File: src/rtl/loadstore_unit.sv
`default_nettype none
// ----------------------------------------------------------------------------
// loadstore_unit: load/store stage driving a 16-bit request/acknowledge bus
// Rev 1.0
// ----------------------------------------------------------------------------
module loadstore_unit #(
  parameter int REG_IDX_W = 6,
  parameter int ADDR_W    = 32
) (
  input  logic                 clk,
  input  logic                 rst,
  input  logic                 is_load,
  input  logic                 is_store,
  input  logic                 sign_extend,
  input  logic [1:0]           size,
  input  logic [ADDR_W-1:0]    addr,
  input  logic [31:0]          store_data,
  input  logic [REG_IDX_W-1:0] dest_idx,
  input  logic [1:0]           dest_mask,
  output logic                 busy,
  output logic                 fault,
  output logic                 mem_req,
  output logic                 mem_we,
  output logic [ADDR_W-1:0]    mem_addr,
  output logic [1:0]           mem_be,
  output logic [15:0]          mem_wdata,
  input  logic [15:0]          mem_rdata,
  input  logic                 mem_ack,
  output logic                 wb_en,
  output logic [REG_IDX_W-1:0] wb_idx,
  output logic [31:0]          wb_val,
  output logic [1:0]           wb_mask
);

  typedef enum logic [2:0] {
    S_IDLE  = 3'd0,
    S_BEAT0 = 3'd1,
    S_BEAT1 = 3'd2,
    S_DONE  = 3'd3,
    S_FAULT = 3'd4
  } state_t;

  state_t                 state_q;
  logic                   load_q;
  logic                   sext_q;
  logic                   addr0_q;
  logic [1:0]             size_q;
  logic [1:0]             dest_mask_q;
  logic [REG_IDX_W-1:0]   dest_idx_q;
  logic [15:0]            wdata_hi_q;
  logic [15:0]            rdata_lo_q;

  logic                   mem_req_q;
  logic                   mem_we_q;
  logic [ADDR_W-1:0]      mem_addr_q;
  logic [1:0]             mem_be_q;
  logic [15:0]            mem_wdata_q;
  logic                   fault_q;
  logic                   wb_en_q;
  logic [REG_IDX_W-1:0]   wb_idx_q;
  logic [31:0]            wb_val_q;
  logic [1:0]             wb_mask_q;

  logic                   req_valid;
  logic                   any_strobe;
  logic                   misaligned;
  logic                   illegal;
  logic                   last_ack;
  logic [7:0]             byte_lane;
  logic [31:0]            ld_val_d;

  assign req_valid  = is_load ^ is_store;
  assign any_strobe = is_load | is_store;
  assign misaligned = ((size == 2'd1) && addr[0]) ||
                      ((size == 2'd2) && (addr[1:0] != 2'b00));
  assign illegal    = (is_load & is_store) | (size == 2'd3) | misaligned;

  assign busy = ((state_q == S_IDLE) && req_valid) ||
                (state_q == S_BEAT0) || (state_q == S_BEAT1);

  // The final beat of an access: beat 0 of a byte/half, or beat 1 of a word.
  assign last_ack = mem_ack && (((state_q == S_BEAT0) && (size_q != 2'd2)) ||
                                (state_q == S_BEAT1));

  assign byte_lane = addr0_q ? mem_rdata[15:8] : mem_rdata[7:0];

  always_comb begin
    ld_val_d = {mem_rdata, rdata_lo_q};
    case (size_q)
      2'd0:    ld_val_d = {{24{sext_q & byte_lane[7]}}, byte_lane};
      2'd1:    ld_val_d = {{16{sext_q & mem_rdata[15]}}, mem_rdata};
      default: ld_val_d = {mem_rdata, rdata_lo_q};
    endcase
  end

  always_ff @(posedge clk or posedge rst) begin
    if (rst) begin
      state_q     <= S_IDLE;
      load_q      <= 1'b0;
      sext_q      <= 1'b0;
      addr0_q     <= 1'b0;
      size_q      <= 2'd0;
      dest_mask_q <= 2'd0;
      dest_idx_q  <= '0;
      wdata_hi_q  <= 16'h0000;
      rdata_lo_q  <= 16'h0000;
      mem_req_q   <= 1'b0;
      mem_we_q    <= 1'b0;
      mem_addr_q  <= '0;
      mem_be_q    <= 2'b00;
      mem_wdata_q <= 16'h0000;
      fault_q     <= 1'b0;
      wb_en_q     <= 1'b0;
      wb_idx_q    <= '0;
      wb_val_q    <= 32'h0000_0000;
      wb_mask_q   <= 2'b00;
    end else begin
      case (state_q)
        S_IDLE: begin
          if (any_strobe) begin
            if (illegal) begin
              fault_q <= 1'b1;
              state_q <= S_FAULT;
            end else begin
              load_q      <= is_load;
              sext_q      <= sign_extend;
              addr0_q     <= addr[0];
              size_q      <= size;
              dest_mask_q <= dest_mask;
              dest_idx_q  <= dest_idx;
              wdata_hi_q  <= store_data[31:16];
              mem_req_q   <= 1'b1;
              mem_we_q    <= is_store;
              mem_addr_q  <= {addr[ADDR_W-1:1], 1'b0};
              mem_be_q    <= (size == 2'd0) ? (addr[0] ? 2'b10 : 2'b01) : 2'b11;
              mem_wdata_q <= (size == 2'd0) ? {2{store_data[7:0]}} : store_data[15:0];
              state_q     <= S_BEAT0;
            end
          end
        end
        S_BEAT0: begin
          if (mem_ack && (size_q == 2'd2)) begin
            rdata_lo_q  <= mem_rdata;
            mem_addr_q  <= mem_addr_q + ADDR_W'(2);
            mem_wdata_q <= wdata_hi_q;
            state_q     <= S_BEAT1;
          end
        end
        S_BEAT1: ;
        S_DONE: begin
          wb_en_q <= 1'b0;
          state_q <= S_IDLE;
        end
        S_FAULT: begin
          fault_q <= 1'b0;
          state_q <= S_IDLE;
        end
        default: state_q <= S_IDLE;
      endcase

      if (last_ack) begin
        mem_req_q <= 1'b0;
        state_q   <= S_DONE;
        if (load_q) begin
          wb_en_q   <= |dest_mask_q;
          wb_val_q  <= ld_val_d;
          wb_idx_q  <= dest_idx_q;
          wb_mask_q <= dest_mask_q;
        end
      end
    end
  end

  assign fault     = fault_q;
  assign mem_req   = mem_req_q;
  assign mem_we    = mem_we_q;
  assign mem_addr  = mem_addr_q;
  assign mem_be    = mem_be_q;
  assign mem_wdata = mem_wdata_q;
  assign wb_en     = wb_en_q;
  assign wb_idx    = wb_idx_q;
  assign wb_val    = wb_val_q;
  assign wb_mask   = wb_mask_q;

endmodule
`default_nettype wire
File: config.mk
export PLATFORM = sky130hd
export DESIGN_NAME = loadstore_unit
export DESIGN_NICKNAME = d
export VERILOG_FILES = /design/src/rtl/loadstore_unit.sv
export SDC_FILE = /design/constraint.sdc
export NUM_CORES = 1
export LEC_CHECK = 0
export CAP_MARGIN = 0
export CELL_PAD_IN_SITES_DETAIL_PLACEMENT = 1
export CELL_PAD_IN_SITES_GLOBAL_PLACEMENT = 2
export CORE_ASPECT_RATIO = 1.1
export CORE_MARGIN = 2
export CORE_UTILIZATION = 31
export CTS_CLUSTER_SIZE = 30
export DETAILED_ROUTE_END_ITERATION = 8
export GPL_TIMING_DRIVEN = 0
export PLACE_DENSITY_LB_ADDON = 0.1
export SETUP_SLACK_MARGIN = 0.2
export SYNTH_ARGS = -nofsm -noshare
export SYNTH_HDL_FRONTEND = slang
export SYNTH_SLANG_ARGS = --single-unit
File: constraint.sdc
create_clock -name clk -period 9.8 [get_ports clk]
set_clock_uncertainty 0.1 [all_clocks]
set_input_delay 1.96 -clock clk [delete_from_list [all_inputs] [get_ports clk]]
set_output_delay 1.96 -clock clk [all_outputs]
set_load 0.1 [all_outputs]
# Word level (Yosys, flattened, before mapping)
# Cells that the tools add are included.
[totals] ff_bits=142 out_inout_bits=95 word_cells=100
[classes] n_addsub=1 n_eq_ne=18 muxes=28 bitwise=8 n_reduce_logical=26
[op_table] operator="$pmux 32 s2" n=2
[op_table] operator="$mux 32" n=3
[op_table] operator="$mux 16" n=4
[op_table] operator="$add 32x2->32 const B" n=1
[op_table] operator="$pmux 16 s2" n=1
[op_table] operator="$mux 3" n=4
[op_table] operator="$reduce_and 3->1" n=4
[op_table] operator="$ne 2x2->1 const B" n=5
[op_table] operator="$reduce_bool 2->1" n=5
[op_table] operator="$mux 1" n=9
[op_table] operator="$pmux 3 s3" n=1
[op_table] operator="$mux 8" n=1
[op_table] operator="$eq 2x2->1 const B" n=3
[op_table] operator="$eq 3x2->1 const B" n=2
[op_table] operator="$logic_and 1x1->1" n=6
[op_table] operator="$eq 2x1->1 const B" n=2
[op_table] operator="$logic_not 2->1" n=2
[op_table] operator="$logic_or 1x1->1" n=4
[op_table] operator="$mux 2" n=2
[op_table] operator="$ne 2x1->1 const B" n=2
[op_table] operator="$reduce_and 2->1" n=2
[op_table] operator="$reduce_and 4->1" n=1
[op_table] operator="$and 1x1->1" n=3
[op_table] operator="$eq 3x1->1 const B" n=1
[op_table] operator="9 further kinds" n=11

# Logic depth before layout (Yosys ltp)
# Gate-level depths: netlist of run 1.
[logic_depth] word_depth=8 depth_mapped=10

# Worst setup path after synthesis of run 1
# No wires, ideal clock.
[synth_timing] kind="input -> output" from="input is_load" to="output busy" t_arrival_ns=4.508 slack_ns=3.232 cell_stages=4 n_path_buf=0 path_cell_list="inv_1 > ha_1 > nor3_1 > a211oi_1"
[synth_via] elab_chain_cells=4
[synth_rtl] item="from (decl)" line_no="12" source="input logic is_load,"
[synth_rtl] item="$xor 1x1->1" line_no="72" source="assign req_valid = is_load ^ is_store;"
[synth_rtl] item="$logic_and 1x1->1" line_no="78" source="assign busy = ((state_q == S_IDLE) && req_valid) ||"
[synth_rtl] item="$logic_or 1x1->1" line_no="78"
[synth_rtl] item="$logic_or 1x1->1" line_no="79" source="(state_q == S_BEAT0) || (state_q == S_BEAT1);"
[synth_rtl] item="to (decl)" line_no="20" source="output logic busy,"
# Every way passes these cells.

# Worst setup path in the final report of run 1
# Ends and elaborated chain as after synthesis.

==> flow_summary.ini, run 1 <==
[flow_run]
cap_violations = 0

[floorplanning]
initial_core_util_pct = 31.7
io_pins = 191
die_area_sq_um = 23100
rows = 56
core-area_sq_um = 21400
die_x_um = 145
die_y_um = 159

[synthesis]
yosys_warnings = 0
synth_top_family_by_area = simple AND/OR/NAND/NOR gates
synth_common_cells = dfrtp_1 (141), nand2_1 (123), a21oi_1 (76), nor2_1 (62), o21ai_0 (57)
synth-compound-area-share_pct = 16.8
synth_edf_count = 0
syn_inst = 709
synth_area_sq_um = 6800
yosysUniqueCellTypes = 53
synth-simple-area-share_pct = 16.9
synth.most_common_cell = dfrtp_1
synth_area_leaders = dfrtp_1 (52%), mux2_2 (8.4%), nand2_1 (6.8%), a21oi_1 (5.6%), o21ai_0 (4.2%)
ys_dominant_reg_cell = dfrtp_1
synth_largest_area_cell = dfrtp_1
ys_ff_latch = 141
synth_area_per_cell_sq_um = 9.59
synth_top_area_share_pct = 51.9
synthArstFlopShare_pct = 100
synthMuxAreaShare_pct = 10.2
synthAdderAreaFrac_pct = 0.552
synthXorXnorAreaFrac_pct = 0
yosysSeqAreaShare_pct = 51.9
syn_nets = 808

[timing]
clock.fmax_ghz = 0.155
timing.hold.ws_ns = 0.366
grt_setup_unrepaired = false
slew_viol_final = 0
setup_viol_count_final = 0
fin_crit_sh_pct = 65.8
slew_headroom_pct = 29.9
finalSetupTns_ns = 0
period_needed_ns = 6.45
hold_viol = 0
tightest_slew_ns = 1.05

[worst_setup_path]
crit_type = input port to output pin
timing.rr.start = size_q[1]$_DFFE_PP0P_
critPathTopFamily = buffers and inverters
crit_buf_inv = 3
crit_path_frequent_cell = clkdlybuf4s50_1
endpoint_kind = output pin
arrival_ns = 4.39
cp-start-kind = input port
reg2reg_slack_ns = 7.16
cp.required_ns = 7.74
crit_chain = clkdlybuf4s50_1 -> inv_1 -> ha_1 -> nor3_1 -> a211oi_1 -> clkdlybuf4s50_1
r2r_end = wb_val[19]$_DFFE_PP0P_
cp_max_fo = 2
crit_slowest_cell = clkdlybuf4s50_1
max_stage_delay_ns = 1.21
reg2reg_depth = 7

[finish]
nets = 1017
antennaDiodeCount = 0
syn2layout_area_growth_pct = 42.4
drive_above_1_share_pct = 11.3
final_core_util_pct = 45.2
fin_area_sq_um = 9680
fillers = 2453

[global_routing]
antenna_found_initial = 0
grt_pass1_wl_mm = 38.9
grt_pass1_vias = 7013
track_usage_pct = 21.6
grt_max_degree = 98
grt_overflow = 0

[clock_network]
htree_levels = 4
hold_buffers = 0
cts.clk_slew.worst_paths_ns = 0.07
clkLatencyLatePin_ns = 0.43
cts_buffers = 17
cts_root_buf = clkbuf_16
cts_resized = 0
clk_path_buf_depth = 2
cts_tree = yes
cts_setup_buffers = 0
clock_sinks = 141

[routing]
drt_iter0_markers = 315
drt.antenna.violating_nets = 0
avgViaCountPerCell = 5.13
wl_per_cell_um = 20.4
routed_wl_mm = 24.9
drc = 0
num_vias = 6263
firstDrtPassIters = 6

[placement]
numPortBuffers = 189
place_area_sq_um = 9080
place_hpwl_mm = 18.7
gp_congestion = 0.797

[min_path]
min_path_type = flip-flop to flip-flop
min_from = dest_idx_q[4]$_DFFE_PP0P_
hold_depth = 2
min_to = wb_idx[4]$_DFFE_PP0P_

[run_status]
status = complete, no violations
[metal layers]
| metal | up-vias | track usage (%) | share of wire, % |
|---|---|---|---|
| met1 | 3128 | 24.3 | 40 |
| met5 | - | 0 | 0 |
| met3 | 43 | 4.67 | 4.5 |
| met2 | 169 | 39.6 | 52 |
| li1 | 2923 | - | - |
| met4 | 0 | 8.78 | 3.1 |
[per-stage QoR]
stage               std cells  setup WS, ns
detailed placement       1189          3.41
global route             1221          3.32
finish                   1221          3.35
CTS                      1221          3.36
floorplan                 709          3.23
global placement         1188          1.76
[sequential cells by signal, summed over array words and instances (netlist names)]
| signal | flops |
|---|---|
| addr0_q | 1 |
| wb_idx | 6 |
| fault | 1 |
| wb_en | 1 |
| wb_mask | 2 |
| mem_be | 2 |
| size_q | 2 |
| load_q | 1 |
| dest_mask_q | 2 |
| wdata_hi_q | 16 |
| mem_addr | 31 |
| rdata_lo_q | 16 |
| dest_idx_q | 6 |
| sext_q | 1 |
| wb_val | 32 |
| mem_wdata | 16 |
| mem_req | 1 |
| mem_we | 1 |
| state_q | 3 |
[area by class of cell]
class / count / area (sq um) / share of cell area (%)
Inverter: 9 / 38.8 / 0.401
Tap cell: 290 / 363 / 3.75
Clock inverter: 13 / 154 / 1.59
Multi-Input combinational cell: 512 / 3030 / 31.3
Sequential cell: 141 / 3530 / 36.4
Buffer: 47 / 208 / 2.15
Timing Repair Buffer: 190 / 1920 / 19.8
Clock buffer: 19 / 443 / 4.58
[worst min-delay path: cells and delay by family, from the launching register on]
kind | cells | cell delay (ns)
simple gates | 2 | 0.10
flops | 1 | 0.34
[kinds of logic (layout without fill, tap and decap cells)]
family          Yosys count  after routing
simple gates            250            250
compound gates          195            195
fa+ha+maj                 3              3
buf+inv                  56            278
other cells               1              1
mux                      63             63
flops                   141            141
[worst max path at each step]
stage / cells past startpoint / slack, ns / to / from
2_1_floorplan: 4 / 3.23 / busy / is_load
5_1_grt: 6 / 3.32 / busy / is_load
3_3_place_gp: 2 / 1.76 / dest_idx_q[3]$_DFFE_PP0P_ / rst
3_5_place_dp: 6 / 3.41 / busy / is_load
4_1_cts: 6 / 3.36 / busy / is_load
6_report: 6 / 3.35 / busy / is_load
[placed cells by master (no fill, tap or decap), drive strengths merged, types with 6 or more instances in the layout]
master	count
o22ai	8
inv	16
nor3	14
nor2	62
nand3	13
mux2i	12
buf	13
a22oi	6
clkdlybuf4s50	189
dfrtp	141
o211ai	10
mux2	51
o21ai	57
clkbuf	54
nand2b	6
nand4	8
a21oi	76
nand2	123
a31oi	11
Power of run 1 is left out: the tool's default activity adds up to more than one toggle a clock period on the data nets, which glitch-free logic cannot reach.
==> run 2, diff against run 1 <==
CORE_UTILIZATION = 29   (was 31)
clock period = 6.4 ns   (was 9.8 ns; I/O delays follow)
==> run 2 against run 1 <==
  * Final cell count rose by 0.98%
  * Via count fell by 0.64%
  * Critical path depth did not move
  * Setup slack got worse by 1.9 ns
  * Wire length rose by 0.44%
  * Sequential share of layout area barely moved
  * Cell area barely moved
  * Critical endpoint unchanged
  * Largest cell class unchanged
==> flow_summary.ini, run 2 (synthesis gave the netlist of run 1 again) <==
[timing]
finalSetupTns_ns = 0
hold_viol = 0
grt_setup_unrepaired = false
setup_viol_count_final = 0
slew_headroom_pct = 29.3
fin_crit_sh_pct = 77.2
period_needed_ns = 4.94
slew_viol_final = 0
clock.fmax_ghz = 0.202
tightest_slew_ns = 1.06

[routing]
firstDrtPassIters = 4
wl_per_cell_um = 20.3
drt_iter0_markers = 246
drt.antenna.violating_nets = 0
num_vias = 6223
avgViaCountPerCell = 5.05
drc = 0
routed_wl_mm = 25.0

[floorplanning]
initial_core_util_pct = 29.6
io_pins = 191
rows = 58
die_x_um = 150
die_y_um = 165
core-area_sq_um = 22900
die_area_sq_um = 24700

[min_path]
min_path_type = flip-flop to flip-flop

[worst_setup_path]
cp_max_fo = 2
arrival_ns = 3.56
endpoint_kind = output pin
cp.required_ns = 5.02
max_stage_delay_ns = 1.19
crit_slowest_cell = clkdlybuf4s50_1
critPathTopFamily = buffers and inverters
crit_chain = clkdlybuf4s50_1 -> inv_1 -> ha_1 -> nor3_1 -> a211oi_1 -> clkdlybuf4s50_1
crit_type = input port to output pin
crit_path_frequent_cell = clkdlybuf4s50_1
crit_buf_inv = 3
cp-start-kind = input port

[finish]
final_cell_mix = clkdlybuf4s50_1 (189), dfrtp_1 (141), nand2_1 (123), a21oi_1 (76), nor2_1 (62)
largest_register_ffs = 32
nets = 1017
drive_above_1_share_pct = 11.3
mostFrequentLayoutCell = clkdlybuf4s50_1
syn2layout_area_growth_pct = 42.5

[clock_network]
cts_setup_buffers = 0
cts_resized = 0
cts.clk_slew.worst_paths_ns = 0.06
htree_levels = 4
hold_buffers = 0
cts_root_buf = clkbuf_16
clock_sinks = 141
clkLatencyLatePin_ns = 0.42
cts_tree = yes
clk_path_buf_depth = 2
cts_buffers = 17

[global_routing]
grt_max_degree = 77
grt_overflow = 0
grt_pass1_wl_mm = 38.5
track_usage_pct = 20.6
antenna_found_initial = 3
grt_pass1_vias = 6820

[placement]
place_hpwl_mm = 19.0
numPortBuffers = 189
gp_congestion = 0.839

[flow_run]
cap_violations = 0

[run_status]
status = complete, no violations
## run 2: changes by cell type in the layout (fill, tap and decap cells not counted), sizes merged
| cell | before | now |
|---|---|---|
| clkbuf | 54 | 53 |
| clkinvlp | 1 | 3 |
| inv | 16 | 11 |
| diode | 0 | 3 |
| clkinv | 3 | 6 |
## run 2: cell type report
type | count | area, sq um
inverters | 9 | 38.8
flip-flops and latches | 141 | 3530
repair buffers | 190 | 1920
clock inverters | 13 | 141
plain buffers | 47 | 208
fillers | 2586 | 13200
diodes | 3 | 7.51
well taps | 300 | 375
multi-input cells | 512 | 3030
clock buffers | 18 | 439
## run 2: path summary, 6_finish.rpt
kind                                      startpoint                         end  slack (ns)  depth (start not counted)
max reg2reg                    size_q[1]$_DFFE_PP0P_      wb_val[19]$_DFFE_PP0P_        3.81                          7
min reg2reg                dest_idx_q[3]$_DFFE_PP0P_       wb_idx[3]$_DFFE_PP0P_        0.37                          2
max                                          is_load                        busy        1.46                          6
min in group asynchronous                        rst    mem_addr[23]$_DFFE_PP0P_        1.24                          2
min                        dest_idx_q[3]$_DFFE_PP0P_       wb_idx[3]$_DFFE_PP0P_        0.37                          2
max in group asynchronous                        rst  rdata_lo_q[12]$_DFFE_PP0P_        4.14                          3
## run 2: metrics by stage
step | setup WS, ns | hold slack, ns | cell area (sq um) | util (%) | cells
final | 1.46 | 0.372 | 9680 | 42.2 | 1233
after global routing | 1.35 | 0.390 | 9680 | 42.2 | 1230
after CTS | 1.41 | 0.376 | 9680 | 42.2 | 1230
after detailed placement | 1.40 | 0.363 | 9100 | 39.7 | 1199
after global placement | -1.09 | 0.343 | 9060 | 39.5 | 1198
after floorplan | 1.19 | 0.333 | 6800 | - | 709
## run 2: worst register-to-register path: stages, from the launching register on
cell and delay [ns]:
dfrtp_1 0.35, clkbuf_1 0.15, nor2b_1 0.18, o21ai_0 0.29, nand3_1 0.42, nor3_2 0.63
buf_4 0.28, a21oi_1 0.08
## run 2: per-layer routing
metal | wire length (um) | global-route usage [%] | up-vias
met1 | 9860 | 23.4 | 3079
li1 | - | - | 2930
met3 | 1470 | 5.11 | 34
met5 | 0 | 0 | -
met4 | 612 | 7.46 | 0
met2 | 13100 | 37.2 | 180
Power of run 2 is left out for the same reason.
